==> src/rtl/fp_posit_pkg.sv <==
// fp_posit_pkg: shared fp32 field constants, adder status codes, FSM states and posit helpers
// Imported by fp32_to_posit_conv and posit_regime_pack.
package fp_posit_pkg;
  localparam int EXP_BIAS = 127;
  localparam int EXP_MAX = 255;
  localparam int FRAC_W = 23;
  localparam logic [1:0] FLAG_OK = 2'b00;
  localparam logic [1:0] FLAG_OVF = 2'b01;
  localparam logic [1:0] FLAG_UNF = 2'b10;
  localparam logic [1:0] FLAG_NONNORM = 2'b11;
  typedef enum logic [2:0] {IDLE, UNPACK, NORM, BUILD, ROUND, HOLD} state_t;
  function automatic logic [31:0] nar(input int n);
    return 32'd1 << (n - 1);
  endfunction
  function automatic logic [31:0] maxpos(input int n);
    return (32'd1 << (n - 1)) - 32'd1;
  endfunction
  function automatic logic [31:0] minpos(input int n);
    return n > 0 ? 32'd1 : 32'd0;
  endfunction
endpackage

==> src/rtl/posit_regime_pack.sv <==
// posit_regime_pack: combinational posit body builder (regime + exponent + fraction, with guard/sticky)
// Ports:
//   r_i      signed regime value (scale >>> ES)
//   e_i      exponent field (low ES bits used)
//   sig_i    23-bit fraction below the hidden one
//   bits_o   top N-1 magnitude bits (already maxpos/minpos body when saturated)
//   guard_o  first dropped bit
//   sticky_o OR of all remaining dropped bits
//   sat_o    regime alone fills the word; result clamped
module posit_regime_pack #(
  parameter int N = 32,
  parameter int ES = 2
) (
  input  logic signed [8:0] r_i,
  input  logic [2:0]        e_i,
  input  logic [22:0]       sig_i,
  output logic [N-2:0]      bits_o,
  output logic              guard_o,
  output logic              sticky_o,
  output logic              sat_o
);
  import fp_posit_pkg::*;
  localparam int W = N + 27;
  logic neg;
  logic [8:0] k;
  logic [9:0] rl;
  logic [25:0] tail;
  logic [W-1:0] regime, full;
  always_comb begin
    neg = r_i[8];
    k = neg ? 9'(-r_i) : 9'(r_i);
    rl = neg ? {1'b0, k} + 10'd1 : {1'b0, k} + 10'd2;
    regime = neg ? {1'b1, {(W-1){1'b0}}} >> k : ~({W{1'b1}} >> (k + 9'd1));
    // exponent sits directly above the fraction, ES bits wide, left-justified in 26 bits
    tail = ({3'b0, sig_i} | (26'(e_i) << 23)) << (3 - ES);
    full = regime | ({tail, {(W-26){1'b0}}} >> rl);
    sat_o = rl >= 10'(N - 1);
    bits_o = sat_o ? (neg ? {{(N-2){1'b0}}, 1'b1} : '1) : full[W-1 -: N-1];
    guard_o = ~sat_o & full[W-N];
    sticky_o = ~sat_o & |full[W-N-1:0];
  end
endmodule

==> src/rtl/fp32_to_posit_conv.sv <==
// fp32_to_posit_conv: multi-cycle binary32 -> posit<N,ES> converter with valid/ready on both sides
// Ports:
//   clk, rst                   clock, synchronous active-high reset
//   in_valid/in_ready          operand handshake
//   in_data, in_flag           binary32 value and adder status code
//   out_valid/out_ready        result handshake
//   out_posit, out_nar, out_sat posit word, NaR marker, clamped-to-maxpos/minpos marker
// Define FP2P_SUBNORMAL_EN to normalise subnormal inputs; otherwise they flush to zero.
module fp32_to_posit_conv #(
  parameter int N = 32,
  parameter int ES = 2
) (
  input  logic         clk,
  input  logic         rst,
  input  logic         in_valid,
  output logic         in_ready,
  input  logic [31:0]  in_data,
  input  logic [1:0]   in_flag,
  output logic         out_valid,
  input  logic         out_ready,
  output logic [N-1:0] out_posit,
  output logic         out_nar,
  output logic         out_sat
);
  import fp_posit_pkg::*;
  state_t state_q, state_d;
  logic [31:0] data_q, data_d;
  logic [1:0] flag_q, flag_d;
  logic [23:0] sig_q, sig_d;
  logic signed [8:0] scale_q, scale_d, r;
  logic [2:0] e;
  logic [N-2:0] bits_q, bits_d, pk_bits;
  logic guard_q, guard_d, sticky_q, sticky_d, bsat_q, bsat_d;
  logic pk_guard, pk_sticky, pk_sat;
  logic [N-1:0] posit_q, posit_d, rnd, mag;
  logic nar_q, nar_d, sat_q, sat_d, rovf, rzero;
  logic [7:0] exp_f;
  logic [22:0] frac_f;
  assign exp_f = data_q[30:FRAC_W];
  assign frac_f = data_q[FRAC_W-1:0];
  assign r = scale_q >>> ES;
  assign e = scale_q[2:0] & 3'((1 << ES) - 1);
  posit_regime_pack #(.N(N), .ES(ES)) u_pack (
    .r_i(r), .e_i(e), .sig_i(sig_q[22:0]),
    .bits_o(pk_bits), .guard_o(pk_guard), .sticky_o(pk_sticky), .sat_o(pk_sat)
  );
  assign rnd = {1'b0, bits_q} + N'(guard_q & (sticky_q | bits_q[0]));
  assign rovf = rnd[N-1];
  assign rzero = rnd == '0;
  assign mag = rovf ? N'(maxpos(N)) : rzero ? N'(minpos(N)) : rnd;
  assign in_ready = state_q == IDLE && !rst;
  assign out_valid = state_q == HOLD;
  assign out_posit = posit_q;
  assign out_nar = nar_q;
  assign out_sat = sat_q;
  always_comb begin
    state_d = state_q;
    data_d = data_q;
    flag_d = flag_q;
    sig_d = sig_q;
    scale_d = scale_q;
    bits_d = bits_q;
    guard_d = guard_q;
    sticky_d = sticky_q;
    bsat_d = bsat_q;
    posit_d = posit_q;
    nar_d = nar_q;
    sat_d = sat_q;
    case (state_q)
      IDLE: if (in_valid && in_ready) begin
        data_d = in_data;
        flag_d = in_flag;
        state_d = UNPACK;
      end
      UNPACK: begin
        posit_d = '0;
        nar_d = 1'b0;
        sat_d = 1'b0;
        if (exp_f == 8'(EXP_MAX) || flag_q == FLAG_OVF || flag_q == FLAG_NONNORM) begin
          posit_d = N'(nar(N));
          nar_d = 1'b1;
          state_d = HOLD;
        end else if (exp_f == 8'd0 && frac_f == '0) begin
          state_d = HOLD;
        end else if (exp_f == 8'd0) begin
`ifdef FP2P_SUBNORMAL_EN
          sig_d = {1'b0, frac_f};
          scale_d = 9'(1 - EXP_BIAS);
          state_d = NORM;
`else
          state_d = HOLD;
`endif
        end else begin
          sig_d = {1'b1, frac_f};
          scale_d = 9'({1'b0, exp_f}) - 9'(EXP_BIAS);
          state_d = BUILD;
        end
      end
      NORM: begin
        // the shift that lands the leading one in bit 23 also leaves NORM
        sig_d = sig_q << 1;
        scale_d = scale_q - 9'sd1;
        state_d = sig_q[22] ? BUILD : NORM;
      end
      BUILD: begin
        bits_d = pk_bits;
        guard_d = pk_guard;
        sticky_d = pk_sticky;
        bsat_d = pk_sat;
        state_d = ROUND;
      end
      ROUND: begin
        posit_d = data_q[31] ? -mag : mag;
        nar_d = 1'b0;
        sat_d = bsat_q | rovf | rzero;
        state_d = HOLD;
      end
      HOLD: state_d = out_ready ? IDLE : HOLD;
      default: state_d = IDLE;
    endcase
  end
  always_ff @(posedge clk) begin
    if (rst) begin
      state_q <= IDLE;
      data_q <= '0;
      flag_q <= '0;
      sig_q <= '0;
      scale_q <= '0;
      bits_q <= '0;
      guard_q <= 1'b0;
      sticky_q <= 1'b0;
      bsat_q <= 1'b0;
      posit_q <= '0;
      nar_q <= 1'b0;
      sat_q <= 1'b0;
    end else begin
      state_q <= state_d;
      data_q <= data_d;
      flag_q <= flag_d;
      sig_q <= sig_d;
      scale_q <= scale_d;
      bits_q <= bits_d;
      guard_q <= guard_d;
      sticky_q <= sticky_d;
      bsat_q <= bsat_d;
      posit_q <= posit_d;
      nar_q <= nar_d;
      sat_q <= sat_d;
    end
  end
endmodule

==> config.mk <==
export PLATFORM = sky130hd
export DESIGN_NAME = fp32_to_posit_conv
export DESIGN_NICKNAME = d
export VERILOG_FILES = /design/src/rtl/fp_posit_pkg.sv /design/src/rtl/posit_regime_pack.sv /design/src/rtl/fp32_to_posit_conv.sv
export SDC_FILE = /design/constraint.sdc
export NUM_CORES = 1
export LEC_CHECK = 0
export ABC_AREA = 1
export CORE_MARGIN = 5
export CORE_UTILIZATION = 61
export DETAILED_ROUTE_END_ITERATION = 16
export GPL_TIMING_DRIVEN = 0
export PLACE_DENSITY = 0.88
export SYNTH_ARGS = -nofsm -noshare
export SYNTH_HDL_FRONTEND = slang
export SYNTH_HIERARCHICAL = 1
export SYNTH_SLANG_ARGS = --single-unit
==> constraint.sdc <==
create_clock -name clk -period 5.45 [get_ports clk]
set_clock_uncertainty 0.1 [all_clocks]
set_input_delay 0.545 -clock clk [delete_from_list [all_inputs] [get_ports clk]]
set_output_delay 0.545 -clock clk [all_outputs]
set_load 0.005 [all_outputs]
==> results.md <==
* Pre-CTS WS at 0.290 ns
* # H-tree levels at 4
* Setup violators final at 0
* Worst Setup Slack, final at 0.337 ns
* Area Overhead vs Synth at 13.4%
* Post-Route WL at 43.6 mm
* Slowest cell on the critical path: dfxtp_1
* CP peak stage delay at ~0.54 ns
* Buffers on Ports at 71
* Max Fanout on Critical Path at 7
* Fin. Hold Viols at 0
* Crit path DAT at about 5.4 ns
* Worst min-delay path class: reg -> reg
* Wire per inst at 18.0 um
* Post-DP HPWL at 33.9 mm
* CP required at 5.71 ns
* Crit path top cell by count: nand2_1
* Placed instance area at around 13000 um2
* Status: complete, no violations
* Number of global-route vias before repair at 13800
* Mean area per synthesized cell at 5.73 um2
* Core footprint at 18900 um2
* Share of cells above drive strength 1 at 7.88%
* First-pass GRT wire length at 68.4 mm
* Clock-pin slew on the worst setup and hold paths at ~0.060 ns
* Area of the multi-input gates at 7980 um2
* Drt pass-1 iters at 9
* Total number of vias at 15100
* Yosys warning count at 6
* Total GRT Usage at 38.1%
* Max rail drop VDD at 437 uV
* Worst reg2reg setup slack at between 0.3 and 0.4 ns
* # clock sinks at ~140
* Fin crit period at 5.11 ns
* Initial DRC count at 2199
* Post-synthesis cell area at 11800 um2
* Fill cells at 1676
* Die area at 22200 um2
* Die Wd at 149 um
* Die H at around 150 um
* Placed insts at 2387
* Post-CTS Setup Inserts at 0
* Post-route non-filler standard cell count at 2418
* Post-route design area at approximately 13000 um2
* Initial antenna violation count at 0
* Max-slew headroom at a little under half
* Largest net degree at the start of global routing at 17
* Worst hold margin at ~0.37 ns
* Boundary Pins at 74
* Power Total at 9.46 mW
* Crit path kind: reg -> reg
* Crit share post-route at 93.8%
* Final Max Tran Viols at 0
* RSZ-0062 raised after global routing: false
* Bufs on Longest Clock Path at 2
* CP Launch Type: flip-flop
* Total gr overflow at 0
* TritonCTS clock tree: built
* Mapped Cells at between 2000 and 2500
* Seq. cell area at 2720 um2
* Nets at 2192
* Leakage power at 6.03 nW
* Antenna diodes at 0
* Hold buffers post-CTS at 0
* DRC violations left at 0
* Net Count, Synth at 2102
* Initial Util at 62.4%
* CTS Buf Count at 17
* RePlAce Congestion at 1.13
* Number of max-cap violations at 0
* Pwr/cell area at 708 nW/um2
* F_max at 196 MHz
* Final setup TNS at 0 ns
* Worst skew pair latency at 0.43 ns
* Fin util at about 71%
* Crit path capture type: flip-flop
* Clock root buffer: clkbuf_16
* Via-to-Cell Ratio at 6.24
* Antenna viol nets, final at 0
* Least-Margin Pin Slew at 0.803 ns
* Row Count at 50
final timing paths:
| path | start | endpoint | cells after the start |
|---|---|---|---|
| max | scale_q[2] | sticky_q | 29 |
| min | out_posit[30] | out_posit[30] | 2 |
| max reg2reg | scale_q[2] | sticky_q | 29 |
| min reg2reg | out_posit[30] | out_posit[30] | 2 |
cell type report:
| type | instances | area share [%] |
|---|---|---|
| clock inverters | 14 | 0.861 |
| clock buffers | 17 | 3.18 |
| plain buffers | 95 | 3.27 |
| well taps | 260 | 2.43 |
| inverters | 171 | 4.84 |
| multi-input cells | 1654 | 59.7 |
| flip-flops and latches | 136 | 20.4 |
| repair buffers | 71 | 5.32 |
metal layers:
metal	vias up	track usage (%)	wire length, um
met3	250	9.97	5210
met2	1061	63.1	19800
met5	-	0	0
li1	6987	-	-
met1	6802	46.2	16200
met4	0	18.1	2410
worst max-delay path: cells and delay by family (launching register included):
| family | cells | cell delay [ns] |
|---|---|---|
| AOI/OAI and AO/OA | 4 | 1.19 |
| and+or+nand+nor | 19 | 2.11 |
| DFF | 1 | 0.54 |
| adders and majority gates | 2 | 0.56 |
| buffers and inverters | 4 | 0.54 |
placed cells by master, fill, tap and decap left out, types with 11 or more instances in the layout:
cell type,instances
o21ai_0,136
nand2_2,30
o21ai_1,25
a21oi_1,91
clkbuf_16,17
clkbuf_1,60
nand3b_1,15
inv_2,13
xor2_1,11
nand3_1,245
inv_1,152
o31ai_1,15
nand4_1,22
nor2_2,15
nand3_2,11
a31oi_1,29
nor2_4,11
nand2_4,13
nand2_1,652
nor3_1,22
clkdlybuf4s50_1,71
nor2_1,222
dfxtp_1,136
buf_2,21
what timing repair did:
item,in CTS,in global routing
resized for setup,0,2
setup endpoints to repair,0,5
endpoints found under the hold margin,0,0
report_power, final:
group | switching (mW) | leakage [nW] | internal (mW)
Clock | 0.479 | 0.257 | 0.590
Sequential | 0.207 | 1.11 | 1.20
Combinational | 4.95 | 4.66 | 2.04
Total | 5.63 | 6.03 | 3.82
sequential cells by signal (all words and copies together), names as in the netlist, 3 cells and up:
register,count
data_q,32
sig_q,23
bits_q,31
state_q,3
out_posit,32
scale_q,9
No activity file was read; power rests on OpenSTA's default activity.
